[src/rtl/wave_gen_pkg.sv]
// Shared modes, FSM states and helpers for the parametrised wave generator.
// Imported by the phase counter and the top level.
package wave_gen_pkg;

  localparam logic [1:0] WAVE_SQR = 2'd0;
  localparam logic [1:0] WAVE_SAW = 2'd1;
  localparam logic [1:0] WAVE_TRI = 2'd2;
  localparam logic [1:0] WAVE_DC  = 2'd3;

  typedef enum logic [1:0] {
    ST_IDLE = 2'd0,
    ST_UP   = 2'd1,
    ST_DOWN = 2'd2
  } state_t;

  localparam int PW = 32;

  // A zero peak would make a degenerate period, so it acts as 1.
  function automatic logic [PW-1:0] eff_peak(
    input logic [PW-1:0] p
  );
    return (p == '0) ? PW'(1) : p;
  endfunction

endpackage

[src/rtl/wave_gen_if.sv]
// Control/sample bundle of the wave generator.
// The master drives the configuration, the slave returns samples.
interface wave_gen_if #(
  parameter int DW = 8,
  parameter int CW = 8
);
  logic          en;
  logic [1:0]    wave_sel;
  logic [CW-1:0] peak;
  logic [CW-1:0] duty;
  logic [DW-1:0] amp;
  logic [DW-1:0] wave;
  logic          cyc_start;
  logic [1:0]    mode_cur;

  modport master (
    output en, wave_sel, peak, duty, amp,
    input  wave, cyc_start, mode_cur
  );

  modport slave (
    input  en, wave_sel, peak, duty, amp,
    output wave, cyc_start, mode_cur
  );
endinterface

[src/rtl/wave_phase_cnt.sv]
// Phase counter: IDLE/UP/DOWN FSM, count, and the config latch that
// only opens on the enable edge or at a period end.
import wave_gen_pkg::*;

module wave_phase_cnt #(
  parameter int DW = 8,
  parameter int CW = 8
) (
  input  logic          clk,
  input  logic          rst_n,
  input  logic          en,
  input  logic [1:0]    wave_sel,
  input  logic [CW-1:0] peak,
  input  logic [CW-1:0] duty,
  input  logic [DW-1:0] amp,
  output state_t        state,
  output logic [CW-1:0] cnt,
  output logic [1:0]    mode_a,
  output logic [CW-1:0] duty_a,
  output logic [DW-1:0] amp_a
);

  logic [CW-1:0] peak_a;
  logic [CW-1:0] peak_in;
  logic          dir;
  logic          tri_a;
  logic          at_peak;
  logic          per_end;
  logic          load;

  assign peak_in = CW'(eff_peak(PW'(peak)));
  assign dir     = (state == ST_DOWN);
  assign tri_a   = (mode_a == WAVE_TRI);
  assign at_peak = (cnt == peak_a);

  // Triangle with peak 1 has no down leg, so the top is the period end.
  always_comb begin
    per_end = 1'b0;
    unique case (1'b1)
      dir:
        per_end = (cnt == CW'(1));
      (state == ST_UP):
        per_end = at_peak &&
                  (!tri_a || peak_a == CW'(1));
      default:
        per_end = 1'b0;
    endcase
  end

  assign load = (state == ST_IDLE) ? en : per_end;

  always_ff @(posedge clk or negedge rst_n) begin
    if (!rst_n) begin
      state  <= ST_IDLE;
      cnt    <= '0;
      mode_a <= WAVE_SQR;
      peak_a <= '0;
      duty_a <= '0;
      amp_a  <= '0;
    end else begin
      if (load) begin
        mode_a <= wave_sel;
        peak_a <= peak_in;
        duty_a <= duty;
        amp_a  <= amp;
      end
      unique case (state)
        ST_IDLE: begin
          if (en) begin
            state <= ST_UP;
            cnt   <= '0;
          end
        end
        ST_UP, ST_DOWN: begin
          if (!en) begin
            state <= ST_IDLE;
            cnt   <= '0;
          end else if (per_end) begin
            state <= ST_UP;
            cnt   <= '0;
          end else if (dir) begin
            cnt <= cnt - CW'(1);
          end else if (tri_a && at_peak) begin
            state <= ST_DOWN;
            cnt   <= peak_a - CW'(1);
          end else begin
            cnt <= cnt + CW'(1);
          end
        end
        default: begin
          state <= ST_IDLE;
          cnt   <= '0;
        end
      endcase
    end
  end

endmodule

[src/rtl/wave_gen_param.sv]
// Multi-mode waveform generator top: sample mux and output registers
// around the phase counter.
import wave_gen_pkg::*;

module wave_gen_param #(
  parameter int DW = 8,
  parameter int CW = 8
) (
  input logic       clk,
  input logic       rst_n,
  wave_gen_if.slave bus
);

  if (CW < 2 || CW > DW) begin : g_bad_cw
    $error("wave_gen_param: CW must be in 2..DW");
  end

  state_t        state;
  logic [CW-1:0] cnt;
  logic [1:0]    mode_a;
  logic [CW-1:0] duty_a;
  logic [DW-1:0] amp_a;
  logic [DW-1:0] samp;
  logic [DW-1:0] wave_q;
  logic          cyc_q;
  logic [1:0]    mode_q;

  wave_phase_cnt #(
    .DW(DW),
    .CW(CW)
  ) u_cnt (
    .clk      (clk),
    .rst_n    (rst_n),
    .en       (bus.en),
    .wave_sel (bus.wave_sel),
    .peak     (bus.peak),
    .duty     (bus.duty),
    .amp      (bus.amp),
    .state    (state),
    .cnt      (cnt),
    .mode_a   (mode_a),
    .duty_a   (duty_a),
    .amp_a    (amp_a)
  );

  always_comb begin
    samp = '0;
    unique case (mode_a)
      WAVE_SQR: samp = (cnt < duty_a) ? amp_a : '0;
      WAVE_SAW: samp = DW'(cnt);
      WAVE_TRI: samp = DW'(cnt);
      WAVE_DC:  samp = amp_a;
      default:  samp = '0;
    endcase
  end

  always_ff @(posedge clk or negedge rst_n) begin
    if (!rst_n) begin
      wave_q <= '0;
      cyc_q  <= 1'b0;
      mode_q <= WAVE_SQR;
    end else begin
      wave_q <= (state != ST_IDLE) ? samp : '0;
      cyc_q  <= (state == ST_UP) && (cnt == '0);
      mode_q <= mode_a;
    end
  end

  assign bus.wave      = wave_q;
  assign bus.cyc_start = cyc_q;
  assign bus.mode_cur  = mode_q;

endmodule

[src/flat_wrapper.sv]
// flat-port wrapper written by rule: the top's interface ports become plain ports
module wave_gen_param_flat 
#(
  parameter int DW = 8,
  parameter int CW = 8
)
  (clk, rst_n, bus_en, bus_wave_sel, bus_peak, bus_duty, bus_amp, bus_wave, bus_cyc_start, bus_mode_cur);
  wave_gen_if #(.DW(DW), .CW(CW)) bus_i ();
  input logic clk;
  input logic rst_n;
  input wire logic [$bits(bus_i.en)-1:0] bus_en;
  input wire logic [$bits(bus_i.wave_sel)-1:0] bus_wave_sel;
  input wire logic [$bits(bus_i.peak)-1:0] bus_peak;
  input wire logic [$bits(bus_i.duty)-1:0] bus_duty;
  input wire logic [$bits(bus_i.amp)-1:0] bus_amp;
  output wire logic [$bits(bus_i.wave)-1:0] bus_wave;
  output wire logic [$bits(bus_i.cyc_start)-1:0] bus_cyc_start;
  output wire logic [$bits(bus_i.mode_cur)-1:0] bus_mode_cur;
  assign bus_i.en = bus_en;
  assign bus_i.wave_sel = bus_wave_sel;
  assign bus_i.peak = bus_peak;
  assign bus_i.duty = bus_duty;
  assign bus_i.amp = bus_amp;
  assign bus_wave = bus_i.wave;
  assign bus_cyc_start = bus_i.cyc_start;
  assign bus_mode_cur = bus_i.mode_cur;
  wave_gen_param #(.DW(DW), .CW(CW)) u_core (.clk(clk), .rst_n(rst_n), .bus(bus_i));
endmodule
[config.mk]
export PLATFORM = sky130hd
export DESIGN_NAME = wave_gen_param_flat
export DESIGN_NICKNAME = d
export VERILOG_FILES = /design/src/rtl/wave_gen_pkg.sv /design/src/rtl/wave_gen_if.sv /design/src/rtl/wave_phase_cnt.sv /design/src/rtl/wave_gen_param.sv /design/src/flat_wrapper.sv
export SDC_FILE = /design/constraint.sdc
export NUM_CORES = 1
export LEC_CHECK = 0
export BUFFER_PORTS_ARGS = -buffer_cell sky130_fd_sc_hd__buf_4
export CAP_MARGIN = 10
export CORE_ASPECT_RATIO = 0.75
export CORE_MARGIN = 2
export CORE_UTILIZATION = 50
export DETAILED_ROUTE_END_ITERATION = 6
export PLACE_DENSITY = 0.7
export SLEW_MARGIN = 25
export SYNTH_ARGS = -nofsm -noshare
export SYNTH_HDL_FRONTEND = slang
export SYNTH_SLANG_ARGS = --single-unit
[constraint.sdc]
create_clock -name clk -period 4.6 [get_ports clk]
set_input_delay 0.23 -clock clk [delete_from_list [all_inputs] [get_ports clk]]
set_output_delay 0.23 -clock clk [all_outputs]
set_load 0.02 [all_outputs]
### After elaboration in Yosys (flattened, before gate mapping)

Cells that the tools add are included.

* muxes and demuxes: 18
* reductions and logical operators: 13
* $add $sub $neg: 3
* eq/ne operators: 11
* magnitude comparators: 1

Operators by type and width (count)
* 8-bit 2-to-1 mux: 8
* 8-bit one-hot mux with 3 select lines: 1
* 8-bit by 1-bit equality test with 1-bit output, second input constant: 2
* 8-bit logical NOT: 2
* 8-bit one-hot mux with 2 select lines: 1
* 8-bit by 1-bit subtractor with 8-bit output, second input constant: 2
* 2-bit 2-to-1 mux: 5
* 8-bit by 1-bit adder with 8-bit output, second input constant: 1
* 8-bit equality test: 1
* 8-bit < comparator: 1
* 4-bit != test, second input constant: 2
* 2-bit equality test, second input constant: 3
* 2-bit by 1-bit equality test with 1-bit output, second input constant: 2
* 2-bit logical NOT: 2
* 2-bit one-hot mux with 2 select lines: 1
* 2-bit OR reduction: 2
* 1-bit logical AND: 3
* 3-bit AND reduction: 1
* 2-bit != test, second input constant: 1
* 1-bit one-hot mux with 2 select lines: 1
* 2-bit nonzero test: 1
* 1-bit logical NOT: 1
* 1-bit logical OR: 1
* 1-bit 2-to-1 mux: 1

* register bits: 47
* bits of input ports: 29
* output and inout port bits: 11
* logic and storage cells: 55

### Logic depth before layout (Yosys ltp)

* depth in word-level cells: 8
* mapped depth: 9
* depth with buffers taken out: 8

### Hierarchy

A second synthesis with hierarchy kept.

* cell total of the unflattened synthesis: 291
* area, all modules: 3088.0 sq um

By module, submodules not included
* wave_phase_cnt: times used 1, area each 2275.9 sq um, cells each 206, sequential area each 900.9 sq um
* wave_gen_param: times used 1, area each 812.0 sq um, cells each 85, sequential area each 275.3 sq um

### Worst setup path after synthesis

Ideal clock, no wire load.

* path kind: register to register
* from: register u_core.u_cnt.cnt[5]
* to: register u_core.u_cnt.amp_a[0]
* buffers on the path: 2
* library setup time: 0.125 ns
* data required time: 4.475 ns
* arrival: 1.957 ns
* period minus slack after synthesis: 2.082 ns
* setup slack: 2.518 ns
* stages on the path, launching flop included: 9
* cell sequence: dfrtp_1 > buf_2 > xor2_1 > nor4_4 > nand3_1 > a21boi_2 > mux2i_4 > buf_6 > mux2_4

* cells in the longest elaborated chain, start to end: 4
* elaborated cells between the ends (all ways): 5
* those cells by class: eq/ne (2); mux (2); reduce/logical (1)

Ends and longest elaborated chain
* start, declared: line wave_phase_cnt.sv:17 `output logic [CW-1:0] cnt,`
* start signal, assigned: line wave_phase_cnt.sv:82 `cnt <= cnt - CW'(1);`
* start signal, assigned: line wave_phase_cnt.sv:85 `cnt <= peak_a - CW'(1);`
* start signal, assigned: line wave_phase_cnt.sv:87 `cnt <= cnt + CW'(1);`
* 8-bit equality test: line wave_phase_cnt.sv:34 `assign at_peak = (cnt == peak_a);`
* 1-bit logical AND: line wave_phase_cnt.sv:43 `per_end = at_peak &&`
* 1-bit one-hot mux with 2 select lines (*): line wave_phase_cnt.sv:39 `unique case (1'b1)`
* 1-bit 2-to-1 mux (*): line wave_phase_cnt.sv:50 `assign load = (state == ST_IDLE) ? en : per_end;`
* end signal, assigned: line wave_phase_cnt.sv:65 `amp_a <= amp;`
* end, declared: line wave_phase_cnt.sv:20 `output logic [DW-1:0] amp_a`

Every way passes the cells marked *; elsewhere a longest branch is shown, timed or not.
A chain may end at the register's enable or synchronous reset.

### Worst setup path after layout

* from: register u_core.u_cnt.state[1]
* to: register u_core.u_cnt.amp_a[0]

* cells in the longest elaborated chain, start to end: 3
* elaborated cells between the ends (all ways): 5
* those cells by class: eq/ne (2); mux (2); reduce/logical (1)

Ends and longest elaborated chain
* start, declared: line wave_phase_cnt.sv:16 `output state_t state,`
* start signal, assigned: line wave_phase_cnt.sv:54 `state <= ST_IDLE;`
* start signal, assigned: line wave_phase_cnt.sv:70 `state <= ST_UP;`
* start signal, assigned: line wave_phase_cnt.sv:76 `state <= ST_IDLE;`
* 2-bit by 1-bit equality test with 1-bit output or 2-bit equality test (tied branches): line wave_phase_cnt.sv:42, wave_phase_cnt.sv:32
* 1-bit one-hot mux with 2 select lines: line wave_phase_cnt.sv:39
* 1-bit 2-to-1 mux (*): line wave_phase_cnt.sv:50

Marks and branches as above.

==> metrics.md <==
| Metric | Value |
|---|---|
| Cell Count Post-Placement | 383 |
| Gr usage total | 0.195 |
| Drt total wl | between 6 and 7 mm |
| Vias in the first global route | 1,964 |
| CTS Buf Count | 5 |
| Status | complete, no violations |
| RSZ-0062 raised after global routing | false |
| Kind of critical path | register to register |
| Initial DRC Count | roughly 190 |
| Die Wd | ~93 microns |
| Initial Utilization | 0.513 |
| Die Span Y | 70.4 microns |
| Cell variety after synth | 47 |
| Slowest Stage Delay on Critical Path | roughly 0.51 ns |
| Core Area | 5740 sq um |
| Layout net count | around 360 |
| Tcrit/Tclk final | 0.579 |
| Initial antenna violation count | 0 |
| Reg2reg end | u_core.u_cnt.amp_a[0] |
| Port Buffers | 39 |
| Rows | 24 |
| First-pass GRT wire length | around 10 mm |
| H-Tree Depth | 2 |
| Fin. Hold Viols | 0 |
| Via count | between 2,000 and 2,500 |
| Post-route cell area | approximately 3400 sq um |
| Ys async rst share | 1.00 |
| Yosys reg bits | 47 |
| Area of the mapped netlist | roughly 2900 sq um |
| Yosys Warn Count | 0 |
| # fillers | approximately 500 |
| DP Area | 3260 sq um |
| VDD IR max | between 0.2 and 0.25 mV |
| Leak pwr | around 1.7 nW |
| Power per cell area | roughly 530 nW/um^2 |
| Drt pass-1 iters | 4 |
| Setup TNS | 0 ns |
| Setup bufs post-CTS | 0 |
| DR DRC count | 0 |
| WHS | between 0.1 and 0.15 ns |
| Ratio of cells with drive above 1 in the final layout | 0.236 |
| Largest net degree at the start of global routing | 48 |
| Number of flops mapped to enable cells by yosys | 0 |
| Dpl ws | 1.92 ns |
| Post-Syn Instances | between 200 and 300 |
| Register clock-pin slew on the reported worst setup and hold paths | around 0.09 ns |
| CTS Sinks | 47 |
| Final min period | 2.67 ns |
| Final Slew Violations | 0 |
| Drt via density | around 5.5 |
| Ports | 40 |
| Startpoint types | register |
| Fmax | 375 MHz |
| Max FO, Critical Path | 14 |
| Number of antenna diodes | 0 |
| Critical path cell sequence | inv_1 > ha_1 > nor2b_1 > a41o_1 > nand3_1 > a21boi_2 > mux2i_4 > buf_4 > mux2_4 |
| Clk Latency, worst-skew pair | 0.30 ns |
| Syn Area/Cell | approximately 11 sq um |
| Die area | 6520 sq um |
| CP endpoint kind | register |
| Final non-filler cell total | slightly below 400 |
| Maximum clock insertion buffer count | 2 |
| Detail Route Antenna Nets | 0 |
| Min setup slack post-route | approximately 1.9 ns |
| Top_reg_cell synth | dfrtp_1 |
| GP Congestion | a little over 0.9 |
| WHS Endpoint | u_core.u_cnt.duty_a[5] |
| Worst Skew | between 0.007 and 0.008 ns |
| Worst r2r path cells | 9 |
| Slowest library cell on the worst path | mux2i_4 |
| Worst Tran Pin Value | roughly 0.85 ns |
| CTS tree | done |
| Area Growth Syn to Fin | 14.1% |
| Hold Crit Depth | 2 |
| Worst Hold Class | input port to register |
| HP Start | bus_duty[5] |
| Final setup viols | 0 |
| Worst relative slew slack | 0.429 |
| MaxCap Viol Count | 0 |
| Reg-to-Reg Start | u_core.u_cnt.state[1] |
| Clk root buf | clkbuf_8 |
| Critical Path RT | about 4.8 ns |
| Post-CTS Resized | 0 |
| R2R setup slack | between 1.5 and 2 ns |
| Grt total ovfl | 0 |
| Sequential-to-total area share from yosys stat | 0.400 |
| CTS Hold Buffers Added | 1 |
| Post-Syn Nets | about 330 |
| Crit path DAT | roughly 2.9 ns |
| Final HPWL DP | about 4.5 mm |
| Routed WL per cell | 15.5 microns |
==> cells in the mapped netlist (2+ instances only) <==
master,instances,area [sq um]
a211o_1,2,17.5
a21o_1,3,22.5
a21oi_1,10,50.1
a22oi_1,7,52.6
and3_1,3,18.8
buf_2,4,20.0
buf_6,3,33.8
clkbuf_1,5,18.8
dfrtp_1,47,1180
ha_1,20,250
inv_1,25,93.8
mux2_1,4,45.0
mux2_2,2,22.5
mux2_4,19,285
mux2i_1,6,60.1
nand2_1,14,52.6
nand2b_1,4,25.0
nand3_1,11,55.1
nand4_1,2,12.5
nor2_1,13,48.8
nor2b_1,3,18.8
nor3_1,6,30.0
nor3b_1,2,15.0
nor4_1,3,18.8
nor4_4,2,42.5
o211ai_1,2,15.0
o21a_1,3,22.5
o21ai_0,14,70.1
o2bb2ai_1,2,17.5
xnor2_1,7,61.3
xor2_1,14,123
==> critical path, delay by kind of cell (launching register included) <==
kind,cells,cell delay (ns)
mux,2,0.84
buf+inv,2,0.46
flops,1,0.40
compound gates,2,0.31
simple gates,2,0.27
fa+ha+maj,1,0.24
==> registers in the layout, indices dropped and copies added, names as in the netlist <==
name / flops
u_core.u_cnt.amp_a: 8
u_core.bus.wave: 8
u_core.u_cnt.cnt: 8
u_core.u_cnt.mode_a: 2
u_core.bus.mode_cur: 2
u_core.u_cnt.state: 2
u_core.u_cnt.peak_a: 8
u_core.bus.cyc_start: 1
u_core.u_cnt.duty_a: 8
==> cells in the final DEF (no fill, tap or decap), types with 5 or more instances in the layout <==
cell      instances
nor3_1            6
a22oi_1           7
inv_1            25
buf_4            40
mux2_4           19
mux2i_1           6
ha_1             20
a21oi_1          10
o21ai_0          14
clkbuf_8          5
xnor2_1           7
nor2_1           13
nand3_1          11
xor2_1           14
dfrtp_1          47
nand2_1          14
==> how the worst max path moves through the flow <==
stage	start	end	slack, ns	cells after the start
2_1_floorplan	u_core.u_cnt.cnt[5]	u_core.u_cnt.amp_a[0]	2.52	8
5_1_grt	u_core.u_cnt.state[1]	u_core.u_cnt.duty_a[0]	1.76	9
3_3_place_gp	u_core.u_cnt.state[1]	u_core.u_cnt.mode_a[0]	2.02	9
3_5_place_dp	u_core.u_cnt.state[1]	u_core.u_cnt.amp_a[0]	1.92	9
6_report	u_core.u_cnt.state[1]	u_core.u_cnt.amp_a[0]	1.93	9
4_1_cts	u_core.u_cnt.state[1]	u_core.u_cnt.amp_a[0]	1.90	9
==> layout make-up <==
class / count / area (sq um) / share of cell area
inverters: 26 / 97.6 / 0.0291
multi-input cells: 192 / 1590 / 0.473
repair buffers: 41 / 310 / 0.0924
clock buffers: 5 / 68.8 / 0.0205
clock inverters: 3 / 18.8 / 0.00559
flip-flops and latches: 47 / 1180 / 0.350
well taps: 78 / 97.6 / 0.0291
==> power by group <==
group          leakage (nW)  total [mW]  switching (mW)  internal (mW)
logic                  1.03       0.812           0.409          0.403
clock network        0.0483       0.250           0.143          0.107
registers             0.585       0.727           0.157          0.571
total                  1.66        1.79           0.709           1.08
==> cells by family (layout without fill, tap and decap cells) <==
family | after synthesis | in the layout | share of synthesized area
AND/OR/NAND/NOR | 66 | 66 | 0.124
AO/OA/AOI/OAI | 53 | 53 | 0.121
flip-flops | 47 | 47 | 0.400
buffers and inverters | 39 | 75 | 0.0604
multiplexers | 32 | 32 | 0.148
XOR/XNOR | 21 | 21 | 0.0625
adder cells (fa/ha/maj) | 20 | 20 | 0.0850
==> per-layer routing <==
layer	up-vias	part of all wire	GRT usage
met4	0	0.010	0.0531
met1	1046	0.49	0.304
li1	1031	-	-
met2	67	0.43	0.274
met5	-	0	0
met3	9	0.069	0.0399
==> stage by stage <==
step            util  power [mW]
2_1_floorplan      -        1.32
3_3_place_gp   0.568        1.53
3_5_place_dp   0.568        1.54
6_report       0.586        1.79
5_1_grt        0.586        1.92
4_1_cts        0.586        1.80
No activity file was read; power rests on OpenSTA's default activity.
